`src/rtl/cv32e40x_pkg.sv`:
```
// ----------------------------------------------------------------------------
// cv32e40x_pkg
// Shared types and helpers for the iterative divider sequencer.
//   div_opcode_e   : DIV / DIVU / REM / REMU operation encoding
//   div_state_e    : divider sequencer states
//   DIV_FIXED_ITER : starting bit index when latency must not depend on data
//   bitrev32       : bit reversal used to feed |divisor| into the ALU CLZ
//   neg_if         : conditional two's complement negation
// ----------------------------------------------------------------------------
package cv32e40x_pkg;

   typedef enum logic [1:0] {
      DIV_DIV  = 2'b00,
      DIV_DIVU = 2'b01,
      DIV_REM  = 2'b10,
      DIV_REMU = 2'b11
   } div_opcode_e;

   typedef enum logic [1:0] {
      IDLE = 2'b00,
      CLZ  = 2'b01,
      ITER = 2'b10,
      DONE = 2'b11
   } div_state_e;

   localparam logic [4:0] DIV_FIXED_ITER = 5'd31;

   function automatic logic [31:0] bitrev32(input logic [31:0] d);
      logic [31:0] r;
      for (int i = 0; i < 32; i++) begin
         r[i] = d[31-i];
      end
      return r;
   endfunction

   function automatic logic [31:0] neg_if(input logic [31:0] v, input logic neg);
      return neg ? (32'd0 - v) : v;
   endfunction

endpackage

```
`src/rtl/cv32e40x_div_seq.sv`:
```
// ----------------------------------------------------------------------------
// cv32e40x_div_seq
// Sequencer for the 32-bit DIV/DIVU/REM/REMU instructions in EX. Restoring
// shift-subtract, one quotient bit per cycle, starting from the bit index
// given by the leading-zero count of |divisor|. The CLZ and the barrel
// shifter are borrowed from the ALU through its div side interface.
//
// Ports:
//   clk, rst_n            clock, synchronous active-low reset
//   valid_i / ready_o     operation request / sequencer can accept
//   operator_i            DIV/DIVU/REM/REMU
//   op_a_i, op_b_i        dividend, divisor
//   kill_i                abort the operation in flight (highest priority)
//   alu_clz_en_o          ALU CLZ request
//   alu_clz_data_rev_o    bit-reversed |divisor| for the ALU CLZ
//   alu_clz_result_i      leading-zero count of |divisor|
//   alu_shift_en_o        ALU shifter request
//   alu_shift_amt_o       left-shift amount for |divisor|
//   alu_op_b_shifted_i    |divisor| << alu_shift_amt_o
//   result_o / valid_o    quotient or remainder / result valid
//   ready_i               downstream (WB) ready
// ----------------------------------------------------------------------------
module cv32e40x_div_seq
   import cv32e40x_pkg::*;
#(
   parameter bit DATA_IND_TIMING = 1'b0
) (
   input  logic        clk,
   input  logic        rst_n,
   input  logic        valid_i,
   output logic        ready_o,
   input  div_opcode_e operator_i,
   input  logic [31:0] op_a_i,
   input  logic [31:0] op_b_i,
   input  logic        kill_i,
   output logic        alu_clz_en_o,
   output logic [31:0] alu_clz_data_rev_o,
   input  logic [5:0]  alu_clz_result_i,
   output logic        alu_shift_en_o,
   output logic [5:0]  alu_shift_amt_o,
   input  logic [31:0] alu_op_b_shifted_i,
   output logic [31:0] result_o,
   output logic        valid_o,
   input  logic        ready_i
);

   localparam bit FAST_EN = (DATA_IND_TIMING == 1'b0);

   div_state_e  state_r, state_s;
   div_opcode_e op_r;
   logic        sign_a_r, sign_b_r, b_zero_r, ovf_r;
   logic [31:0] rem_r, rem_s, quot_r, quot_s;
   logic [4:0]  cnt_r, cnt_s;
   logic [5:0]  clz_r;
   logic [31:0] result_r, result_s;
   logic        valid_r, clz_en_r, shift_en_r;
   logic [31:0] clz_rev_r;

   logic        in_signed_s, in_rem_s, in_a_neg_s, in_b_neg_s;
   logic        in_b_zero_s, in_ovf_s, accept_s;
   logic [31:0] in_a_abs_s, in_b_abs_s, fast_result_s;
   logic        cnt_ok_s, take_s;
   logic [31:0] rem_step_s, quot_step_s, iter_result_s;

   // Decode of the operands presented this cycle (used only on accept)
   always_comb begin
      in_signed_s = (operator_i == DIV_DIV) || (operator_i == DIV_REM);
      in_rem_s    = (operator_i == DIV_REM) || (operator_i == DIV_REMU);
      in_a_neg_s  = in_signed_s & op_a_i[31];
      in_b_neg_s  = in_signed_s & op_b_i[31];
      in_a_abs_s  = neg_if(op_a_i, in_a_neg_s);
      in_b_abs_s  = neg_if(op_b_i, in_b_neg_s);
      in_b_zero_s = (op_b_i == 32'd0);
      in_ovf_s    = in_signed_s & (op_a_i == 32'h8000_0000) & (op_b_i == 32'hFFFF_FFFF);
      if (in_b_zero_s) begin
         fast_result_s = in_rem_s ? op_a_i : 32'hFFFF_FFFF;
      end else begin
         fast_result_s = in_rem_s ? 32'd0 : 32'h8000_0000;
      end
   end

   assign ready_o  = (state_r == IDLE) || ((state_r == DONE) && ready_i);
   assign accept_s = valid_i & ready_o & ~kill_i;

   // One restoring step; with fixed timing the bit indices above clz(|b|)
   // would overflow the 32-bit shifted divisor, so those steps never subtract.
   always_comb begin
      cnt_ok_s    = ({1'b0, cnt_r} <= clz_r);
      take_s      = cnt_ok_s && ({1'b0, rem_r} >= {1'b0, alu_op_b_shifted_i});
      rem_step_s  = take_s ? (rem_r - alu_op_b_shifted_i) : rem_r;
      quot_step_s = take_s ? (quot_r | (32'd1 << cnt_r)) : quot_r;
   end

   // Sign fixup and special-case override for the result leaving ITER
   always_comb begin
      iter_result_s = 32'd0;
      case (op_r)
         DIV_DIV: begin
            if (ovf_r) begin
               iter_result_s = 32'h8000_0000;
            end else if (b_zero_r) begin
               iter_result_s = 32'hFFFF_FFFF;
            end else begin
               iter_result_s = neg_if(quot_step_s, sign_a_r ^ sign_b_r);
            end
         end
         DIV_DIVU: iter_result_s = b_zero_r ? 32'hFFFF_FFFF : quot_step_s;
         DIV_REM:  iter_result_s = ovf_r ? 32'd0 : neg_if(rem_step_s, sign_a_r);
         DIV_REMU: iter_result_s = rem_step_s;
         default:  iter_result_s = 32'd0;
      endcase
   end

   // Next-state and datapath update; kill beats accept, accept beats the FSM
   always_comb begin
      state_s  = state_r;
      rem_s    = rem_r;
      quot_s   = quot_r;
      cnt_s    = cnt_r;
      result_s = result_r;
      if (kill_i) begin
         state_s = IDLE;
      end else if (accept_s) begin
         rem_s  = in_a_abs_s;
         quot_s = 32'd0;
         if (FAST_EN && (in_b_zero_s || in_ovf_s)) begin
            state_s  = DONE;
            result_s = fast_result_s;
         end else begin
            state_s = CLZ;
         end
      end else begin
         case (state_r)
            IDLE: state_s = IDLE;
            CLZ: begin
               cnt_s   = FAST_EN ? alu_clz_result_i[4:0] : DIV_FIXED_ITER;
               state_s = ITER;
            end
            ITER: begin
               rem_s  = rem_step_s;
               quot_s = quot_step_s;
               if (cnt_r == 5'd0) begin
                  state_s  = DONE;
                  result_s = iter_result_s;
               end else begin
                  cnt_s = cnt_r - 5'd1;
               end
            end
            DONE:    state_s = ready_i ? IDLE : DONE;
            default: state_s = IDLE;
         endcase
      end
   end

   // State, datapath and registered output updates
   always_ff @(posedge clk) begin
      if (!rst_n) begin
         state_r    <= IDLE;
         op_r       <= DIV_DIV;
         sign_a_r   <= 1'b0;
         sign_b_r   <= 1'b0;
         b_zero_r   <= 1'b0;
         ovf_r      <= 1'b0;
         rem_r      <= 32'd0;
         quot_r     <= 32'd0;
         cnt_r      <= 5'd0;
         clz_r      <= 6'd0;
         result_r   <= 32'd0;
         valid_r    <= 1'b0;
         clz_en_r   <= 1'b0;
         shift_en_r <= 1'b0;
         clz_rev_r  <= 32'd0;
      end else begin
         state_r    <= state_s;
         rem_r      <= rem_s;
         quot_r     <= quot_s;
         cnt_r      <= cnt_s;
         result_r   <= result_s;
         valid_r    <= (state_s == DONE);
         clz_en_r   <= (state_s == CLZ);
         shift_en_r <= (state_s == ITER);
         if (accept_s) begin
            op_r     <= operator_i;
            sign_a_r <= in_a_neg_s;
            sign_b_r <= in_b_neg_s;
            b_zero_r <= in_b_zero_s;
            ovf_r    <= in_ovf_s;
            // Only reload when the CLZ request really starts, so the data
            // lines stay quiet for fast-path operations
            if (state_s == CLZ) begin
               clz_rev_r <= bitrev32(in_b_abs_s);
            end
         end
         if (state_r == CLZ) begin
            clz_r <= alu_clz_result_i;
         end
      end
   end

   assign alu_clz_en_o       = clz_en_r;
   assign alu_clz_data_rev_o = clz_rev_r;
   assign alu_shift_en_o     = shift_en_r;
   assign alu_shift_amt_o    = {1'b0, cnt_r};
   assign result_o           = result_r;
   assign valid_o            = valid_r;

endmodule
```
`config.mk`:
```
export PLATFORM = sky130hd
export DESIGN_NAME = cv32e40x_div_seq
export DESIGN_NICKNAME = d
export VERILOG_FILES = /design/src/rtl/cv32e40x_pkg.sv /design/src/rtl/cv32e40x_div_seq.sv
export SDC_FILE = /design/constraint.sdc
export NUM_CORES = 1
export LEC_CHECK = 0
export CAP_MARGIN = 0
export CELL_PAD_IN_SITES_DETAIL_PLACEMENT = 1
export CELL_PAD_IN_SITES_GLOBAL_PLACEMENT = 2
export CORE_MARGIN = 2
export CORE_UTILIZATION = 29
export DETAILED_ROUTE_END_ITERATION = 8
export PLACE_DENSITY_LB_ADDON = 0.1
export SYNTH_ARGS = -nofsm -noshare
export SYNTH_HDL_FRONTEND = slang
export SYNTH_SLANG_ARGS = --single-unit
```
`constraint.sdc`:
```
create_clock -name clk -period 4.75 [get_ports clk]
set_input_delay 0.475 -clock clk [delete_from_list [all_inputs] [get_ports clk]]
set_output_delay 0.475 -clock clk [all_outputs]
set_load 0.005 [all_outputs]
```
Word-level counts from Yosys, hierarchy flattened --
Cells that the tools add are included.
Cells by class: add/subtract/negate cells 6, order comparisons 2, equal/unequal tests 15, shift operators 1, multiplexer cells 30, bitwise gates (word level) 10, reductions and logical operators 18
Operators with widths (number):
- 2-to-1 mux 32 bit | 21
- one-hot mux 32 bit (4 select lines) | 1
- subtractor 1 x 32 -> 32 bit (first input constant) | 4
- equality test 32 bit (second input constant) | 2
- >= comparator 32 bit | 1
- logical NOT 32 bit | 1
- OR 32 bit | 1
- << shifter 1 x 5 -> 32 bit (first input constant) | 1
- subtractor 32 bit | 1
- equality test 2 bit (second input constant) | 8
- 2-to-1 mux 2 bit | 5
- one-hot mux 5 bit (2 select lines) | 1
- one-hot mux 2 bit (4 select lines) | 1
- AND reduction 4 bit | 2
- AND 1 bit | 6
- equality test 2 x 1 -> 1 bit (second input constant) | 3
- less-or-equal comparator 5 x 6 -> 1 bit | 1
- logical NOT 2 bit | 3
- nonzero test 2 bit | 3
- logical NOT 5 bit | 1
- 2-to-1 mux 5 bit | 1
- subtractor 5 x 1 -> 5 bit (second input constant) | 1
- logical OR 1 bit | 4
- AND reduction 2 bit | 2
- other kinds (5) | 7
Storage, ports and cells: flip-flop bits (word level) 150, input port bits 109, output and inout bits 74, logic and storage cells 97

Depth between registers and ports, before layout --
depth after elaboration 11, gate-level depth with buffers 23, gate-level depth less buffers 19

Worst setup path before layout --
No wires, ideal clock.
kind input -> register, start in alu_op_b_shifted_i[4], end reg result_r[28], in the netlist result_o[28], library setup time 131 ps, arrival 5057 ps, data required time 4619 ps, path slack -438 ps, stages on the path 23, path buffers 5, path through inv_1 ha_1 buf_6 a21o_1 a21oi_4 a31oi_1 o2111a_1 o21ai_2 buf_2 clkbuf_1 buf_1 nor2_1 a21oi_1 ha_1 inv_1 a211oi_2 mux2i_1 or2_1 or4_1 clkbuf_2 o41ai_2 xor2_1 o31ai_1
On the way: cells in the longest elaborated chain, start to end 11, elaborated cells on any way between the ends 17, those cells by class add/sub: 3; order compare: 1; mux: 12; reduce/logical: 1
RTL lines:
- start: declaration | line cv32e40x_div_seq.sv:41 | input logic [31:0] alu_op_b_shifted_i,
- >= comparator 32 bit | line cv32e40x_div_seq.sv:89 | take_s = cnt_ok_s && ({1'b0, rem_r} >= {1'b0, alu_op_b_shifted_i});
- logical AND 1 bit | line cv32e40x_div_seq.sv:89
- 2-to-1 mux 32 bit | line cv32e40x_div_seq.sv:91 | quot_step_s = take_s ? (quot_r | (32'd1 << cnt_r)) : quot_r;
- subtractor 1 x 32 -> 32 bit | line cv32e40x_pkg.sv:37 | return neg ? (32'd0 - v) : v;
- 2-to-1 mux 32 bit | line cv32e40x_pkg.sv:37
- 2-to-1 mux 32 bit | line cv32e40x_div_seq.sv:101 | end else if (b_zero_r) begin
- 2-to-1 mux 32 bit | line cv32e40x_div_seq.sv:99 | if (ovf_r) begin
- one-hot mux 32 bit (4 select lines) * | line cv32e40x_div_seq.sv:97 | case (op_r)
- 2-to-1 mux 32 bit * | line cv32e40x_div_seq.sv:142 | if (cnt_r == 5'd0) begin
- 2-to-1 mux 32 bit * | line cv32e40x_div_seq.sv:133 | case (state_r)
- 2-to-1 mux 32 bit * | line cv32e40x_div_seq.sv:123 | end else if (accept_s) begin
- end signal: assignment | line cv32e40x_div_seq.sv:178 | result_r <= result_s;
- end: declaration | line cv32e40x_div_seq.sv:55 | logic [31:0] result_r, result_s;
Every way passes the cells marked *; elsewhere a longest branch is shown, timed or not. The select of a mux whose other input is x is not followed. A chain may end at the register's enable or synchronous reset.

Worst setup path after layout --
start in alu_op_b_shifted_i[0], end reg result_r[28], in the netlist result_o[28]
The elaborated chain is that of the path after synthesis.

==> results.ini <==
[run_status]
outcome = complete, no violations

[cells_and_area]
multi_input_area_um2 = 9922
nets = 2434
final_area_um2 = 18840
drive_gt1_share_pct = 18.64
syn_to_final_growth_pct = 37.83
stdcell_count = 2893
fillCellCount = 5695
seq_area_um2 = 3004

[floorplanning]
fp-row-count = 79
initial_utilization_pct = 29.36
io_pins = 183
die_y_um = 221.1
core_area_um2 = 46560
die_area_um2 = 48880
die_w_um = 221.1

[setup_path]
worstSetupStartpointType = input port
critPathBufInv = 4
crit_chain = clkdlybuf4s50_1 -> ha_1 -> fa_1 -> nor2b_1 -> o21bai_2 -> a31oi_2 -> o2111a_2 -> o21ai_4 -> buf_4 -> a21oi_2 -> ha_2 -> inv_1 -> a211oi_2 -> mux2i_1 -> or2_1 -> or4_1 -> buf_4 -> o41ai_2 -> xor2_1 -> o31ai_1
slowest_stage = or4_1
crit_path_frequent_cell = buf_4
crit_type = in2reg
r2r_start = rem_r[27]
end_kind = flop
cp_top_family = compound AO/OA/AOI/OAI gates
crit_fanout = 7
cpPeakStageDelay_ps = 480
cp.arrival_ps = 4900
required_ps = 5170
reg2reg_depth = 19
r2r_setup_slack_ps = 310
r2r-end = result_o[28]

[timing]
fmax_mhz = 223.2
drv_slew = 0
report.final.hold_viol_count = 0
finalSetupViolCount = 0
layout_worst_path_cycle_share_pct = 94.33
fin_crit_ps = 4481
skew_ps = 18.44
grt_setup_unrepaired = no
relSlewSlack_pct = 41.62
worst_slack_ps = 269.1
finalSetupTns_ps = 0
tightestPinTransition_ps = 872.5

[routing]
drt_first_pass_iters = 5
ant_nets = 0
viasPerCell = 5.720
initialDrtViolationCount = 1275
drt_wl_total_um = 72200
route.detailed.drc = 0
wl_per_cell_um = 24.96
route.vias.total = 16550

[global_route]
grt_usage_pct = 29.07
grt_pass1_wl_um = 108500
overflow = 0
grt_max_degree = 64
grt_pass1_vias = 16840
antenna_found_initial = 5

[clock_tree]
clock-sinks = 150
ctsHoldBuffers = 0
cts_max_level = 4
cts_tree = done
cts-root-buf = clkbuf_16
clk_latency_ps = 500
clockBufferDepth = 2
path_clk_slew_ps = 80
cts_buffers = 17

[yosys]
syn_avg_cell_area_um2 = 7.254
post-synth-top-area-fraction_pct = 21.97
syn_area_um2 = 13670
synth-main-ff-cell = dfxtp_1
ys_seq_area_share_pct = 21.97
synth_edf_count = 0
synth_nets = 2046
ys_seq_elements = 150
ys_top_cells_by_area = dfxtp_1 (22%), a21oi_1 (6.5%), nor2_1 (6.2%), ha_1 (4.8%), o21ai_0 (4.5%)
yosys_warnings = 0
async_flop_share_pct = 0
yosys.cell_types.count = 102
netlist_instances = 1884
synth_largest_area_cell = dfxtp_1

[power_and_ir_drop]
p_sw_mw = 1.611
ir_drop_uv = 221.6
p_seq_share_pct = 30.5
power.share.switching_pct = 35.94
p_per_area_nw_per_um2 = 238.0
power.share.clock_pct = 34.0
p_leak_nw = 7.323
pwr-share-comb_pct = 35.5
p_int_mw = 2.872

[placement]
pre_cts_ws_ps = -454.6
dp.cells = 2859
io_buffers = 181
gp_congestion = 0.9496
hpwl_um = 57890
place_area_um2 = 18170

[min_path]
hold_depth = 2
hold_path_startpoint = quot_r[31]
hold-path-endpoint = quot_r[31]
hold_path.class = reg2reg

[job]
cap_viol_max_count = 0

-- synthesized netlist by cell type, types with 10 or more instances --
cell type  number
nor2_1        227
a21oi_1       178
dfxtp_1       150
nand2_1       130
o21ai_0       124
clkbuf_1       98
a211oi_1       72
inv_1          71
nor3_1         62
xnor2_1        54
ha_1           52
xor2_1         44
a31oi_1        42
mux2i_1        39
nand3_1        37
o211ai_1       32
a21o_1         25
and2_1         25
nor4_1         25
o31ai_1        22
a221oi_1       19
or3_1          19
nand2b_1       18
nand4_1        18
nor2b_1        17
buf_2          15
o21a_1         12
a211o_1        11
a311oi_1       11
and3_1         11
a41oi_1        10
or4_1          10
-- registers in the layout, summed over array words and instances (netlist names) --
| register | cells |
|---|---|
| op_r | 2 |
| result_o | 32 |
| quot_r | 32 |
| state_r | 2 |
| alu_shift_en_o | 1 |
| b_zero_r | 1 |
| alu_clz_en_o | 1 |
| rem_r | 32 |
| sign_b_r | 1 |
| valid_o | 1 |
| clz_r | 6 |
| cnt_r | 5 |
| alu_clz_data_rev_o | 32 |
| ovf_r | 1 |
| sign_a_r | 1 |
-- cells by family (layout without fill, tap and decap cells) --
group	after synthesis	count (layout)	synth area share (%)
flops	150	150	21.97
mux	48	48	3.616
xor+xnor	98	98	6.280
other cells	1	2	0.02744
fa+ha+maj	53	53	4.907
compound gates	681	681	33.77
buf+inv	203	604	6.097
simple gates	650	650	23.33
-- through the flow --
step           hold slack, ps  utilization, %  power [mW]
2_1_floorplan           437.5               -       2.152
3_5_place_dp            471.0           39.04       2.958
6_report                480.1           40.46       4.482
5_1_grt                 517.8           40.46       4.691
3_3_place_gp            453.7           39.04       2.940
4_1_cts                 487.6           40.37       4.499
-- metal layers --
| layer | part of all wire (%) | up-vias | GRT usage (%) |
|---|---|---|---|
| met5 | 0.054 | - | 0 |
| met4 | 2.6 | 6 | 8.530 |
| met3 | 5.9 | 93 | 6.321 |
| met2 | 45 | 458 | 45.76 |
| met1 | 46 | 8197 | 39.71 |
| li1 | - | 7794 | - |
-- power groups by stage --
stage / Sequential, mW / Clock, mW / Combinational [mW]
floorplan: 1.38 / 0 / 0.776
global placement: 1.40 / 0 / 1.55
detailed placement: 1.40 / 0 / 1.56
CTS: 1.37 / 1.56 / 1.57
global route: 1.37 / 1.60 / 1.71
finish: 1.37 / 1.52 / 1.59
-- cell type report --
| cell class | instances | area share (%) |
|---|---|---|
| clock buffers | 20 | 2.424 |
| well taps | 607 | 4.032 |
| diodes | 1 | 0.01328 |
| repair buffers | 500 | 22.60 |
| inverters | 72 | 1.441 |
| clock inverters | 12 | 0.8701 |
| multi-input cells | 1531 | 52.67 |
| flip-flops and latches | 150 | 15.95 |
-- what timing repair did --
item | CTS | global route
endpoints found under the setup margin | 0 | 11
resized for setup | 0 | 11
buffers inserted | 0 | 1
-- worst min-delay path: stages, from the launching register on --
cell,delay (ps)
dfxtp_1,330
a21oi_1,40
nor2_1,70
-- placed cells by master, fill, tap and decap left out, drive strengths merged, types with 62 or more instances in the layout --
master         count
nand2            130
nor3              62
clkdlybuf4s50    181
inv               75
a211oi            75
dfxtp            150
buf              319
o21ai            127
a21oi            180
nor2             229
-- worst max path at each step --
stage                                      start            to  depth (start not counted)
final                      alu_op_b_shifted_i[0]  result_o[28]                         20
after global routing      alu_op_b_shifted_i[23]  result_o[28]                         21
after CTS                 alu_op_b_shifted_i[23]  result_o[16]                         21
after detailed placement  alu_op_b_shifted_i[23]  result_o[16]                         21
after global placement    alu_op_b_shifted_i[23]  result_o[16]                         21
after floorplan            alu_op_b_shifted_i[4]  result_o[28]                         23
(Power assumes the default switching activity.)
